**config.mk**
```make
export PLATFORM = sky130hd
export DESIGN_NAME = ysyx_22040931_ifu_flat
export DESIGN_NICKNAME = d
export VERILOG_FILES = /design/src/rtl/ysyx_22040931_ifu_if.sv /design/src/rtl/ysyx_22040931_ifu.sv /design/src/flat_wrapper.sv
export SDC_FILE = /design/constraint.sdc
export NUM_CORES = 1
export LEC_CHECK = 0
export ABC_AREA = 1
export CAP_MARGIN = 10
export CORE_ASPECT_RATIO = 0.5
export CORE_MARGIN = 5
export CORE_UTILIZATION = 44
export CTS_BUF_LIST = sky130_fd_sc_hd__clkbuf_8 sky130_fd_sc_hd__clkbuf_16
export CTS_CLUSTER_DIAMETER = 60
export DETAILED_ROUTE_END_ITERATION = 10
export GPL_TIMING_DRIVEN = 0
export PLACE_DENSITY = 0.8
export RECOVER_POWER = 100
export SETUP_SLACK_MARGIN = 0.5
export SLEW_MARGIN = 0
export SYNTH_ARGS = -nofsm -noshare
export SYNTH_HDL_FRONTEND = slang
export SYNTH_SLANG_ARGS = --single-unit
```
**constraint.sdc**
```tcl
create_clock -name clock -period 2.3 [get_ports clock]
set_clock_uncertainty 0.15 [all_clocks]
set_input_delay 0.46 -clock clock [delete_from_list [all_inputs] [get_ports clock]]
set_output_delay 0.46 -clock clock [all_outputs]
set_load 0.03 [all_outputs]
```
**src/rtl/ysyx_22040931_ifu_if.sv**
```systemverilog
// Memory read channel and decode-side instruction channel used by the IFU.
// master = IFU side, slave = memory / decode side.
interface ysyx_22040931_mem_if #(
  parameter int unsigned ADDR_W = 64,
  parameter int unsigned DATA_W = 64
);
  logic              req_valid;
  logic              req_ready;
  logic [ADDR_W-1:0] req_addr;
  logic              resp_valid;
  logic [DATA_W-1:0] resp_data;
  logic              resp_err;

  modport master (output req_valid, req_addr,
                  input  req_ready, resp_valid, resp_data, resp_err);
  modport slave  (input  req_valid, req_addr,
                  output req_ready, resp_valid, resp_data, resp_err);
endinterface

interface ysyx_22040931_inst_if #(
  parameter int unsigned ADDR_W = 64
);
  logic              inst_valid;
  logic              inst_ready;
  logic [31:0]       inst;
  logic [ADDR_W-1:0] inst_pc;
  logic              inst_fault;

  modport master (output inst_valid, inst, inst_pc, inst_fault,
                  input  inst_ready);
  modport slave  (input  inst_valid, inst, inst_pc, inst_fault,
                  output inst_ready);
endinterface

```
**src/rtl/ysyx_22040931_ifu.sv**
```systemverilog
// Instruction fetch unit: one outstanding aligned read per fetch, selects the
// 32-bit word from the response and holds it until decode accepts it.
module ysyx_22040931_ifu #(
  parameter int unsigned ADDR_W = 64,
  parameter int unsigned DATA_W = 64
) (
  input  logic                clock,
  input  logic                reset,
  input  logic                fetch_enb,
  input  logic [ADDR_W-1:0]   pc_i,
  input  logic                flush,
  ysyx_22040931_mem_if.master mem,
  ysyx_22040931_inst_if.master dec,
  output logic                fetch_done
);

  typedef enum logic [1:0] {
    S_IDLE,
    S_REQ,
    S_WAIT,
    S_HOLD
  } state_t;

  state_t            r_state, w_state_nxt;
  logic [ADDR_W-1:0] r_pc, w_pc_nxt;
  logic [31:0]       r_inst, w_inst_nxt;
  logic [ADDR_W-1:0] r_inst_pc, w_inst_pc_nxt;
  logic              r_fault, w_fault_nxt;
  logic              r_drop, w_drop_nxt;
  logic [31:0]       w_inst_sel;
  logic              w_inst_valid;

  assign w_inst_sel = r_pc[2] ? mem.resp_data[DATA_W-1 -: 32] : mem.resp_data[31:0];

  always_comb begin
    w_state_nxt   = r_state;
    w_pc_nxt      = r_pc;
    w_inst_nxt    = r_inst;
    w_inst_pc_nxt = r_inst_pc;
    w_fault_nxt   = r_fault;
    w_drop_nxt    = r_drop;
    case (r_state)
      S_IDLE: begin
        w_drop_nxt = 1'b0;
        if (fetch_enb && !flush) begin
          w_pc_nxt = pc_i;
          // Misaligned PCs skip memory and present a faulting null instruction.
          if (pc_i[1:0] != 2'b00) begin
            w_state_nxt   = S_HOLD;
            w_inst_nxt    = '0;
            w_inst_pc_nxt = pc_i;
            w_fault_nxt   = 1'b1;
          end else begin
            w_state_nxt = S_REQ;
          end
        end
      end
      S_REQ: begin
        if (flush)         w_drop_nxt  = 1'b1;
        if (mem.req_ready) w_state_nxt = S_WAIT;
      end
      S_WAIT: begin
        if (mem.resp_valid) begin
          w_drop_nxt = 1'b0;
          if (r_drop || flush) begin
            w_state_nxt = S_IDLE;
          end else begin
            w_state_nxt   = S_HOLD;
            w_inst_nxt    = w_inst_sel;
            w_inst_pc_nxt = r_pc;
            w_fault_nxt   = mem.resp_err;
          end
        end else if (flush) begin
          w_drop_nxt = 1'b1;
        end
      end
      S_HOLD: begin
        if (flush || dec.inst_ready) w_state_nxt = S_IDLE;
      end
      default: w_state_nxt = S_IDLE;
    endcase
  end

  always_ff @(posedge clock) begin
    if (!reset) begin
      r_state   <= S_IDLE;
      r_pc      <= '0;
      r_inst    <= '0;
      r_inst_pc <= '0;
      r_fault   <= 1'b0;
      r_drop    <= 1'b0;
    end else begin
      r_state   <= w_state_nxt;
      r_pc      <= w_pc_nxt;
      r_inst    <= w_inst_nxt;
      r_inst_pc <= w_inst_pc_nxt;
      r_fault   <= w_fault_nxt;
      r_drop    <= w_drop_nxt;
    end
  end

  // A flush in HOLD kills the handshake in the same cycle, so no fetch_done.
  assign w_inst_valid   = (r_state == S_HOLD) && !flush;
  assign mem.req_valid  = (r_state == S_REQ);
  assign mem.req_addr   = {r_pc[ADDR_W-1:3], 3'b000};
  assign dec.inst_valid = w_inst_valid;
  assign dec.inst       = r_inst;
  assign dec.inst_pc    = r_inst_pc;
  assign dec.inst_fault = r_fault;
  assign fetch_done     = w_inst_valid && dec.inst_ready;

endmodule

```
**src/flat_wrapper.sv**
```systemverilog
// flat-port wrapper written by rule: the top's interface ports become plain ports
module ysyx_22040931_ifu_flat 
#(
  parameter int unsigned ADDR_W = 64,
  parameter int unsigned DATA_W = 64
)
  (clock, reset, fetch_enb, pc_i, flush, fetch_done, mem_req_valid, mem_req_addr, mem_req_ready, mem_resp_valid, mem_resp_data, mem_resp_err, dec_inst_valid, dec_inst, dec_inst_pc, dec_inst_fault, dec_inst_ready);
  ysyx_22040931_mem_if #(.ADDR_W(ADDR_W), .DATA_W(DATA_W)) mem_i ();
  ysyx_22040931_inst_if #(.ADDR_W(ADDR_W)) dec_i ();
  input  logic clock;
  input  logic reset;
  input  logic fetch_enb;
  input  logic [ADDR_W-1:0] pc_i;
  input  logic flush;
  output logic fetch_done;
  output wire logic [$bits(mem_i.req_valid)-1:0] mem_req_valid;
  output wire logic [$bits(mem_i.req_addr)-1:0] mem_req_addr;
  input wire logic [$bits(mem_i.req_ready)-1:0] mem_req_ready;
  input wire logic [$bits(mem_i.resp_valid)-1:0] mem_resp_valid;
  input wire logic [$bits(mem_i.resp_data)-1:0] mem_resp_data;
  input wire logic [$bits(mem_i.resp_err)-1:0] mem_resp_err;
  output wire logic [$bits(dec_i.inst_valid)-1:0] dec_inst_valid;
  output wire logic [$bits(dec_i.inst)-1:0] dec_inst;
  output wire logic [$bits(dec_i.inst_pc)-1:0] dec_inst_pc;
  output wire logic [$bits(dec_i.inst_fault)-1:0] dec_inst_fault;
  input wire logic [$bits(dec_i.inst_ready)-1:0] dec_inst_ready;
  assign mem_req_valid = mem_i.req_valid;
  assign mem_req_addr = mem_i.req_addr;
  assign mem_i.req_ready = mem_req_ready;
  assign mem_i.resp_valid = mem_resp_valid;
  assign mem_i.resp_data = mem_resp_data;
  assign mem_i.resp_err = mem_resp_err;
  assign dec_inst_valid = dec_i.inst_valid;
  assign dec_inst = dec_i.inst;
  assign dec_inst_pc = dec_i.inst_pc;
  assign dec_inst_fault = dec_i.inst_fault;
  assign dec_i.inst_ready = dec_inst_ready;
  ysyx_22040931_ifu #(.ADDR_W(ADDR_W), .DATA_W(DATA_W)) u_core (.clock(clock), .reset(reset), .fetch_enb(fetch_enb), .pc_i(pc_i), .flush(flush), .mem(mem_i), .dec(dec_i), .fetch_done(fetch_done));
endmodule
```
==> After elaboration in Yosys (flattened, before gate mapping) <==
Index checks and enable logic that the tools add are counted.
{ "totals": {"wordCells": 54, "reg_bits": 164, "input_bits": 136} }
{ "classes": {"reduce_logical": 13, "eq_ne": 9, "n_mux": 26} }
{ "op_table": {"columns": ["cell", "count"], "rows": [
  ["2-to-1 mux 64 bit", 4],
  ["2-to-1 mux 32 bit", 5],
  ["case mux 64 bit (2 select lines)", 1],
  ["case mux 32 bit (2 select lines)", 1],
  ["2-to-1 mux 2 bit", 6],
  ["!= test 2 x 1 -> 1 bit (second input constant)", 4],
  ["case mux 2 bit (4 select lines)", 1],
  ["2-to-1 mux 1 bit", 6],
  ["AND reduction 5 bit", 1],
  ["equality test 2 bit (second input constant)", 2],
  ["!= test 2 bit (second input constant)", 2],
  ["AND reduction 4 bit", 1],
  ["nonzero test 2 bit", 2],
  ["logical AND 1 bit", 3],
  ["case mux 1 bit (3 select lines)", 1],
  ["nonzero test 3 bit", 1],
  ["equality test 2 x 1 -> 1 bit (second input constant)", 1],
  ["logical NOT 2 bit", 1],
  ["logical OR 1 bit", 2],
  ["case mux 1 bit (2 select lines)", 1],
  ["AND reduction 2 bit", 1],
  ["logical NOT 1 bit", 1]
]} }

==> Depth between registers and ports, before layout <==
Gate-level depths: netlist of run 1.
{ "depth": {"word_depth": 4, "ltp_mapped": 11, "mapped_depth_nobuf": 9} }

==> Least setup slack after synthesis of run 1 <==
Ideal clock, no wire load.
{ "synth_path": {"kind": "flip-flop to flip-flop", "startpoint": "register u_core.r_state[0]", "endpoint": "register u_core.r_inst[0], in the netlist u_core.dec.inst[0]", "setup_slack_ns": 0.607, "synth_period_minus_slack_ns": 1.693, "setup_ns": 0.113, "path_stages_with_launch": 11, "n_path_buf": 2, "arrival_time_ns": 1.430, "path_cell_list": "dfxtp_1 inv_1 ha_1 inv_2 nand2_1 nand3_1 nor2_4 buf_4 buf_4 nor2_1 nor2_1"} }
{ "synth_via": {"elab_chain_len": 3, "word_cells_on_any_way": 9} }
{ "synth_lines": {"columns": ["element", "line", "rtl"], "rows": [
  ["start, declared", "ysyx_22040931_ifu.sv:24", "state_t r_state, w_state_nxt;"],
  ["start signal, assigned", "ysyx_22040931_ifu.sv:93", "r_state <= w_state_nxt;"],
  ["equality test 2 bit or logical NOT 2 bit (tied branches)", "ysyx_22040931_ifu.sv:42", "case (r_state)"],
  ["!= test 2 bit (no line), or another cell as far along", null, null],
  ["AND reduction 5 bit (no line)", null, null],
  ["end signal, assigned", "ysyx_22040931_ifu.sv:95", "r_inst <= w_inst_nxt;"],
  ["end, declared", "ysyx_22040931_ifu.sv:26", "logic [31:0] r_inst, w_inst_nxt;"]
]} }
Parallel ways exist; a longest one is shown, timed or not.
A chain may end at the register's enable or synchronous reset.

==> Worst setup path after layout of run 1 <==
{ "layout_path": {"startpoint": "register u_core.r_state[0]", "endpoint": "output port fetch_done"} }
{ "layout_via": {"elab_chain_len": 3} }
{ "layout_lines": {"columns": ["element", "line", "rtl"], "rows": [
  ["equality test 2 bit", "ysyx_22040931_ifu.sv:103", "assign w_inst_valid = (r_state == S_HOLD) && !flush;"],
  ["logical AND 1 bit", "ysyx_22040931_ifu.sv:103", null],
  ["logical AND 1 bit", "ysyx_22040931_ifu.sv:110", "assign fetch_done = w_inst_valid && dec.inst_ready;"],
  ["end, declared", "flat_wrapper.sv:15", "output logic fetch_done;"]
]} }
Every way passes these cells.

==> reports/summary.txt, run 1 <==
CP cell instances -> ha_4, and3_4, clkbuf_2
syn avg cell area -> 7.11 sq um
DRT iter0 DRCs -> 489
Max-slew headroom -> 65.3%
Non-Filler Instances -> 1696
area share of the largest cell type after synthesis -> 42.2%
MaxCap Viol Count -> 0
CTS Buffer Depth -> 2
final instance area -> 12000 sq um
Synth Instances -> 1094
synth top area cells -> dfxtp_1 42%, nor2_1 13%, nand2_1 10%
via count -> 8443
I/O pins -> 300
clock root buffer -> clkbuf_16
FF/Latch Area -> 3290 sq um
post-synthesis compound-gate area fraction -> 10.8%
Post-DP Area -> 11000 sq um
Tmin final -> 2.14 ns
Slowest Stage Delay on Critical Path -> 0.51 ns
critical-path maximum fanout -> 4
VDD IR max -> 0.898 mV
Final ANT Viol Nets -> 0
hold_ws -> 0.304 ns
largest family of logic cells by synthesized area -> simple AND/OR/NAND/NOR gates
Layout Nets -> 1589
first drt pass iteration count -> 5
Slew @ Worst Pin -> 0.515 ns
synth-to-layout area growth -> 54.6%
area occupied by multi-input gates -> 3740 sq um
Wirelength per Cell -> 17.0 microns
Overall Global Routing Usage -> 25.8%
RR Startpoint -> u_core.r_state[0]$_SDFFE_PN0P_
critical path class -> flop to output port
Synthesis Warnings -> 0
Hold Crit Depth -> 2
PnR worst setup slack -> 0.161 ns
dpl cells -> 1625
initial antenna violation count -> 1
startpoint types -> flop
Initial Util -> 44.8%
Die ar. -> 20600 sq um
final wirelength -> 28.8 mm
drt via density -> 4.98
Die W -> 198 microns
Worst path slowest cell -> dfxtp_1
DRC viols -> 0
Synth Cell Area -> 7780 sq um
CTS tree -> built
Final setup viols -> 0
dpl hpwl -> 19.4 mm
adder-cell share of the synthesized area -> 0.805%
cts bufs inserted -> 17
Crit path required time -> 1.69 ns
PortBufs -> 295
pre-CTS setup slack -> -0.182 ns
pwr/cell area -> 1660 nW/um^2
Hold Crit Class -> flop to flop
FMAX -> 468 MHz
die height -> 104 microns
multiplexer share of the synthesized area -> 8.24%
RSZ-0062 raised after global routing -> yes
CTS sink count -> 164
first-pass GRT wire length -> 43.1 mm
fraction of synthesized cell area in xor and xnor cells -> 0%
largest net degree at the start of global routing -> 17
Worst Hold Launch -> u_core.r_pc[0]$_SDFFE_PN0P_
simple-gate area share of the yosys netlist -> 23.5%
hold path endpoint -> u_core.r_pc[0]$_SDFFE_PN0P_
grt ovf -> 0
worst reg2reg setup slack -> 0.20 ns
leak pwr -> 5.07 nW
total power -> 0.0200 W
Hold Fails Final Rpt -> 0
Std-Cell Rows -> 34
sequential share of the synthesized area -> 42.2%
fillers -> 1414
Crit. End Element -> output port
clk slew on worst S/H paths -> 0.07 ns
status -> finished clean
Skew-Pair Late Insertion Delay -> 0.43 ns
R2R depth -> 13
core area -> 17400 sq um
Slew Limit Fails -> 0
share of post-route cells with drive strength above 1 -> 18.7%
number of distinct library cells after synthesis -> 19
CTS H-tree depth -> 4
vias in the first global route -> 8228
WP data arrival -> 1.53 ns
placer congestion estimate -> 0.895
Synth area leader -> dfxtp_1
period utilization -> 93.0%
Synth Register Bits -> 164
Reg-to-Reg End -> u_core.dec.inst[19]$_SDFFE_PN0P_
power by group:
| part | leakage [nW] | switching, W | internal, W |
|---|---|---|---|
| sequential | 1.35 | 0.000765 | 0.00398 |
| combinational | 3.43 | 0.00717 | 0.00514 |
| clock | 0.291 | 0.00128 | 0.00163 |
Yosys cell counts (all sizes together):
cell,instances
ha,5
a21oi,67
buf,109
o211ai,1
nand3,5
nor2,265
clkbuf,25
conb,1
inv,76
mux2i,64
dfxtp,164
and3,1
o21ai,99
nand2,212
placed cells by master, fill, tap and decap left out, types with 2 or more instances in the layout:
master / n
inv_2: 2
buf_12: 8
ha_4: 5
clkbuf_2: 10
clkbuf_16: 18
mux2i_1: 64
buf_1: 10
buf_2: 4
nand2_4: 10
clkdlybuf4s25_1: 32
conb_1: 3
nand2_1: 180
nor2_1: 217
buf_4: 85
dfxtp_1: 163
clkdlybuf4s50_1: 132
buf_8: 10
clkbuf_1: 136
buf_16: 10
clkinv_4: 5
o21ai_0: 99
nand3_1: 4
bufinv_16: 2
a21oi_1: 67
buf_6: 16
inv_4: 2
inv_1: 70
clkbuf_4: 3
inv_6: 7
nor2_2: 39
dlygate4sd2_1: 9
nand2_2: 22
nor2_4: 9
how the worst max path moves through the flow:
stage	from	endpoint	slack (ns)	cells after the start
global placement	flush	fetch_done	-0.19	4
detailed placement	flush	fetch_done	-0.18	4
CTS	u_core.r_state[1]$_SDFFE_PN0P_	dec_inst_valid	0.36	4
global route	u_core.r_state[0]$_SDFFE_PN0P_	u_core.dec.inst_pc[32]$_SDFFE_PN0P_	0.14	10
finish	u_core.r_state[0]$_SDFFE_PN0P_	fetch_done	0.16	3
floorplan	u_core.r_state[0]$_SDFFE_PN0P_	u_core.dec.inst[0]$_SDFFE_PN0P_	0.61	10
per-stage QoR:
step	TNS, ns	utilization [%]
final	0	69.3
after global routing	0	69.3
after global placement	-1.73	63.5
after detailed placement	-1.63	63.5
after floorplan	0	-
after CTS	0	69.4
registers in the layout (all words and copies together), names as in the netlist:
register	cells
u_core.dec.inst_pc	64
u_core.dec.inst	32
u_core.dec.inst_fault	1
u_core.r_drop	1
u_core.r_state	2
u_core.r_pc	64
layer usage:
layer / routed length, microns / track usage, %
met5: 0 / 0
met4: 1020 / 9.14
met3: 1560 / 4.27
met2: 14500 / 45.4
met1: 11700 / 31.8
kinds of logic after synthesis:
kind of cell,count (synthesis)
AND/OR/NAND/NOR,483
buffers and inverters,210
AO/OA/AOI/OAI,167
flip-flops,164
multiplexers,64
adder cells (fa/ha/maj),5
other,1
repair_timing:
action	4_1_cts	5_1_grt
resized for setup	519	274
endpoints found under the setup margin	323	222
cloned	11	1
hold buffers	0	0
endpoints found under the hold margin	0	0
pin swaps	5	66
buffers inserted	12	14
worst max-delay path: cells and delay by family, from the launching register on:
kind                       cells  cell delay (ns)
and+or+nand+nor                1             0.17
buffers and inverters          1             0.22
adders and majority gates      1             0.21
DFF                            1             0.51
layout make-up:
type,instances,area share [%]
clock inverter,15,1.43
timing repair buffer,333,23.3
clock buffer,17,3.54
antenna,1,0.0208
inverter,76,2.50
sequential,164,27.3
tap,234,2.43
buffer,134,8.31
multi-input combinational,722,31.1
Power figures use the tool's default switching activity.
==> run 2: changes to the inputs <==
--- a/config.mk
+++ b/config.mk
@@ -13,7 +13,6 @@
 export CTS_BUF_LIST = sky130_fd_sc_hd__clkbuf_8 sky130_fd_sc_hd__clkbuf_16
 export CTS_CLUSTER_DIAMETER = 60
 export DETAILED_ROUTE_END_ITERATION = 10
-export GPL_TIMING_DRIVEN = 0
 export PLACE_DENSITY = 0.8
 export RECOVER_POWER = 100
 export SETUP_SLACK_MARGIN = 0.5
==> reports/summary.txt, run 2 (same netlist as run 1, synthesis figures left out) <==
status -> finished clean
share of post-route cells with drive strength above 1 -> 7.91%
Slew Limit Fails -> 0
core area -> 17400 sq um
largest net degree at the start of global routing -> 73
total power -> 0.0178 W
Die ar. -> 20600 sq um
CP cell instances -> inv_4, ha_1, inv_1, nand2_1, nand3_4, nor2_4, buf_12, buf_6, clkbuf_4, nand2_1, nand2_1, nor2_1
most frequent CP cell -> nand2_1
initial antenna violation count -> 0
drt via density -> 4.91
DRT iter0 DRCs -> 418
CTS sink count -> 164
Hold Crit Class -> input pin to flop
Final setup viols -> 0
WP data arrival -> 2.24 ns
dpl hpwl -> 16.5 mm
Overall Global Routing Usage -> 20.8%
DRC viols -> 0
commonest non-fill, non-tap cells in the layout -> 263 x nor2_1, 204 x nand2_1, 163 x dfxtp_1, 133 x clkdlybuf4s50_1, 99 x o21ai_0
Worst path slowest cell -> dfxtp_2
Hold Crit Depth -> 3
via count -> 7722
fillers -> 1503
Hold Fails Final Rpt -> 0
CTS Buffer Depth -> 2
first drt pass iteration count -> 5
Skew-Pair Late Insertion Delay -> 0.42 ns
critical path class -> flop to flop
MaxCap Viol Count -> 0
Layout Nets -> 1468
Worst Hold Launch -> reset
Crit path required time -> 2.46 ns
start point of the critical path -> u_core.r_state[0]$_SDFFE_PN0P_
Reg-to-Reg End -> u_core.dec.inst_pc[22]$_SDFFE_PN0P_
PortBufs -> 296
Initial Util -> 44.8%
CTS H-tree depth -> 4
vias in the first global route -> 7134
grt ovf -> 0
CP bufs+invs -> 5
cts bufs inserted -> 17
Tmin final -> 2.08 ns
# hold bufs at CTS -> 0
period utilization -> 90.6%
startpoint types -> flop
CTS tree -> built
final wirelength -> 24.1 mm
first-pass GRT wire length -> 35.4 mm
R2R depth -> 12
FMAX -> 480 MHz
sum of negative setup slack -> 0 ns
cell family with most CP delay -> buffers and inverters
critical-path maximum fanout -> 7
VDD IR max -> 0.792 mV
antenna cell count -> 0
I/O pins -> 300
synth-to-layout area growth -> 43.5%
clk slew on worst S/H paths -> 0.07 ns
RR Startpoint -> u_core.r_state[0]$_SDFFE_PN0P_
RSZ-0062 raised after global routing -> yes
clock root buffer -> clkbuf_16
worst reg2reg setup slack -> 0.22 ns
hold path endpoint -> u_core.dec.inst_pc[39]$_SDFFE_PN0P_
die height -> 104 microns
leak pwr -> 4.56 nW
Crit. End Element -> flop
Wirelength per Cell -> 15.3 microns
Std-Cell Rows -> 34
most common cell after layout, fill and taps aside -> nor2_1
placer congestion estimate -> 0.851
Slowest Stage Delay on Critical Path -> 0.37 ns
pwr/cell area -> 1590 nW/um^2
Final ANT Viol Nets -> 0
Die W -> 198 microns
-- run 2: changes by cell type in the layout (fill, tap and decap cells not counted), moves of 9 or more --
cell	before	now
nor2_2	39	0
buf_4	85	20
clkbuf_1	136	77
buf_1	10	0
clkbuf_2	10	0
nand2_2	22	7
clkdlybuf4s25_1	32	68
nor2_1	217	263
nand2_1	180	204
buf_8	10	0
nand2_4	10	1
-- run 2: area by class of cell --
type	count	area (sq um)	area share (%)
Inverter	76	290	2.60
Clock buffer	20	467	4.18
Multi-Input combinational cell	722	3480	31.2
Sequential cell	164	3280	29.4
Tap cell	234	293	2.62
Clock inverter	12	143	1.28
Timing Repair Buffer	346	3200	28.7
-- run 2: per-stage QoR --
step                util [%]  std cells  instance area [sq um]  setup slack (ns)  hold WS [ns]
detailed placement      61.1       1519                  10600            0.0673         0.301
global route            64.3       1574                  11200             0.141         0.300
CTS                     64.5       1554                  11200             0.312         0.268
finish                  64.3       1574                  11200             0.217         0.283
global placement        61.1       1519                  10600             0.119         0.282
floorplan                  -       1096                   7780             0.607         0.273
-- run 2: worst max path at each step --
stage	endpoint	slack, ns	cells after the start
2_1_floorplan	u_core.dec.inst[0]$_SDFFE_PN0P_	0.61	10
3_3_place_gp	u_core.dec.inst[29]$_SDFFE_PN0P_	0.12	11
3_5_place_dp	u_core.dec.inst[20]$_SDFFE_PN0P_	0.07	11
4_1_cts	mem_req_valid	0.31	3
5_1_grt	u_core.dec.inst_pc[22]$_SDFFE_PN0P_	0.14	12
6_report	u_core.dec.inst_pc[22]$_SDFFE_PN0P_	0.22	12
-- run 2: worst reg2reg max path, delay by kind of cell (launching register included) --
family | cells | cell delay (ns)
fa+ha+maj | 1 | 0.28
flops | 1 | 0.37
buf+inv | 5 | 0.62
simple gates | 6 | 0.56
-- run 2: layer usage --
metal | wire [microns] | up-vias | global-route usage (%)
met1 | 9670 | 3574 | 24.0
met3 | 1330 | 67 | 4.40
met5 | 0 | - | 0
li1 | - | 3818 | -
met2 | 12100 | 263 | 37.1
met4 | 996 | 0 | 9.09
-- run 2: timing repair --
action,in CTS,in global routing
buffers inserted,3,13
endpoints found under the setup margin,312,263
pin swaps,1,6
hold endpoints to repair,0,0
resized for setup,274,162
cloned,0,7
-- run 2: where the power goes --
part | total, W | internal [W] | switching, W | leakage (nW)
Sequential | 0.00462 | 0.00397 | 0.000648 | 1.35
Clock | 0.00293 | 0.00171 | 0.00122 | 0.292
Combinational | 0.0102 | 0.00406 | 0.00617 | 2.91
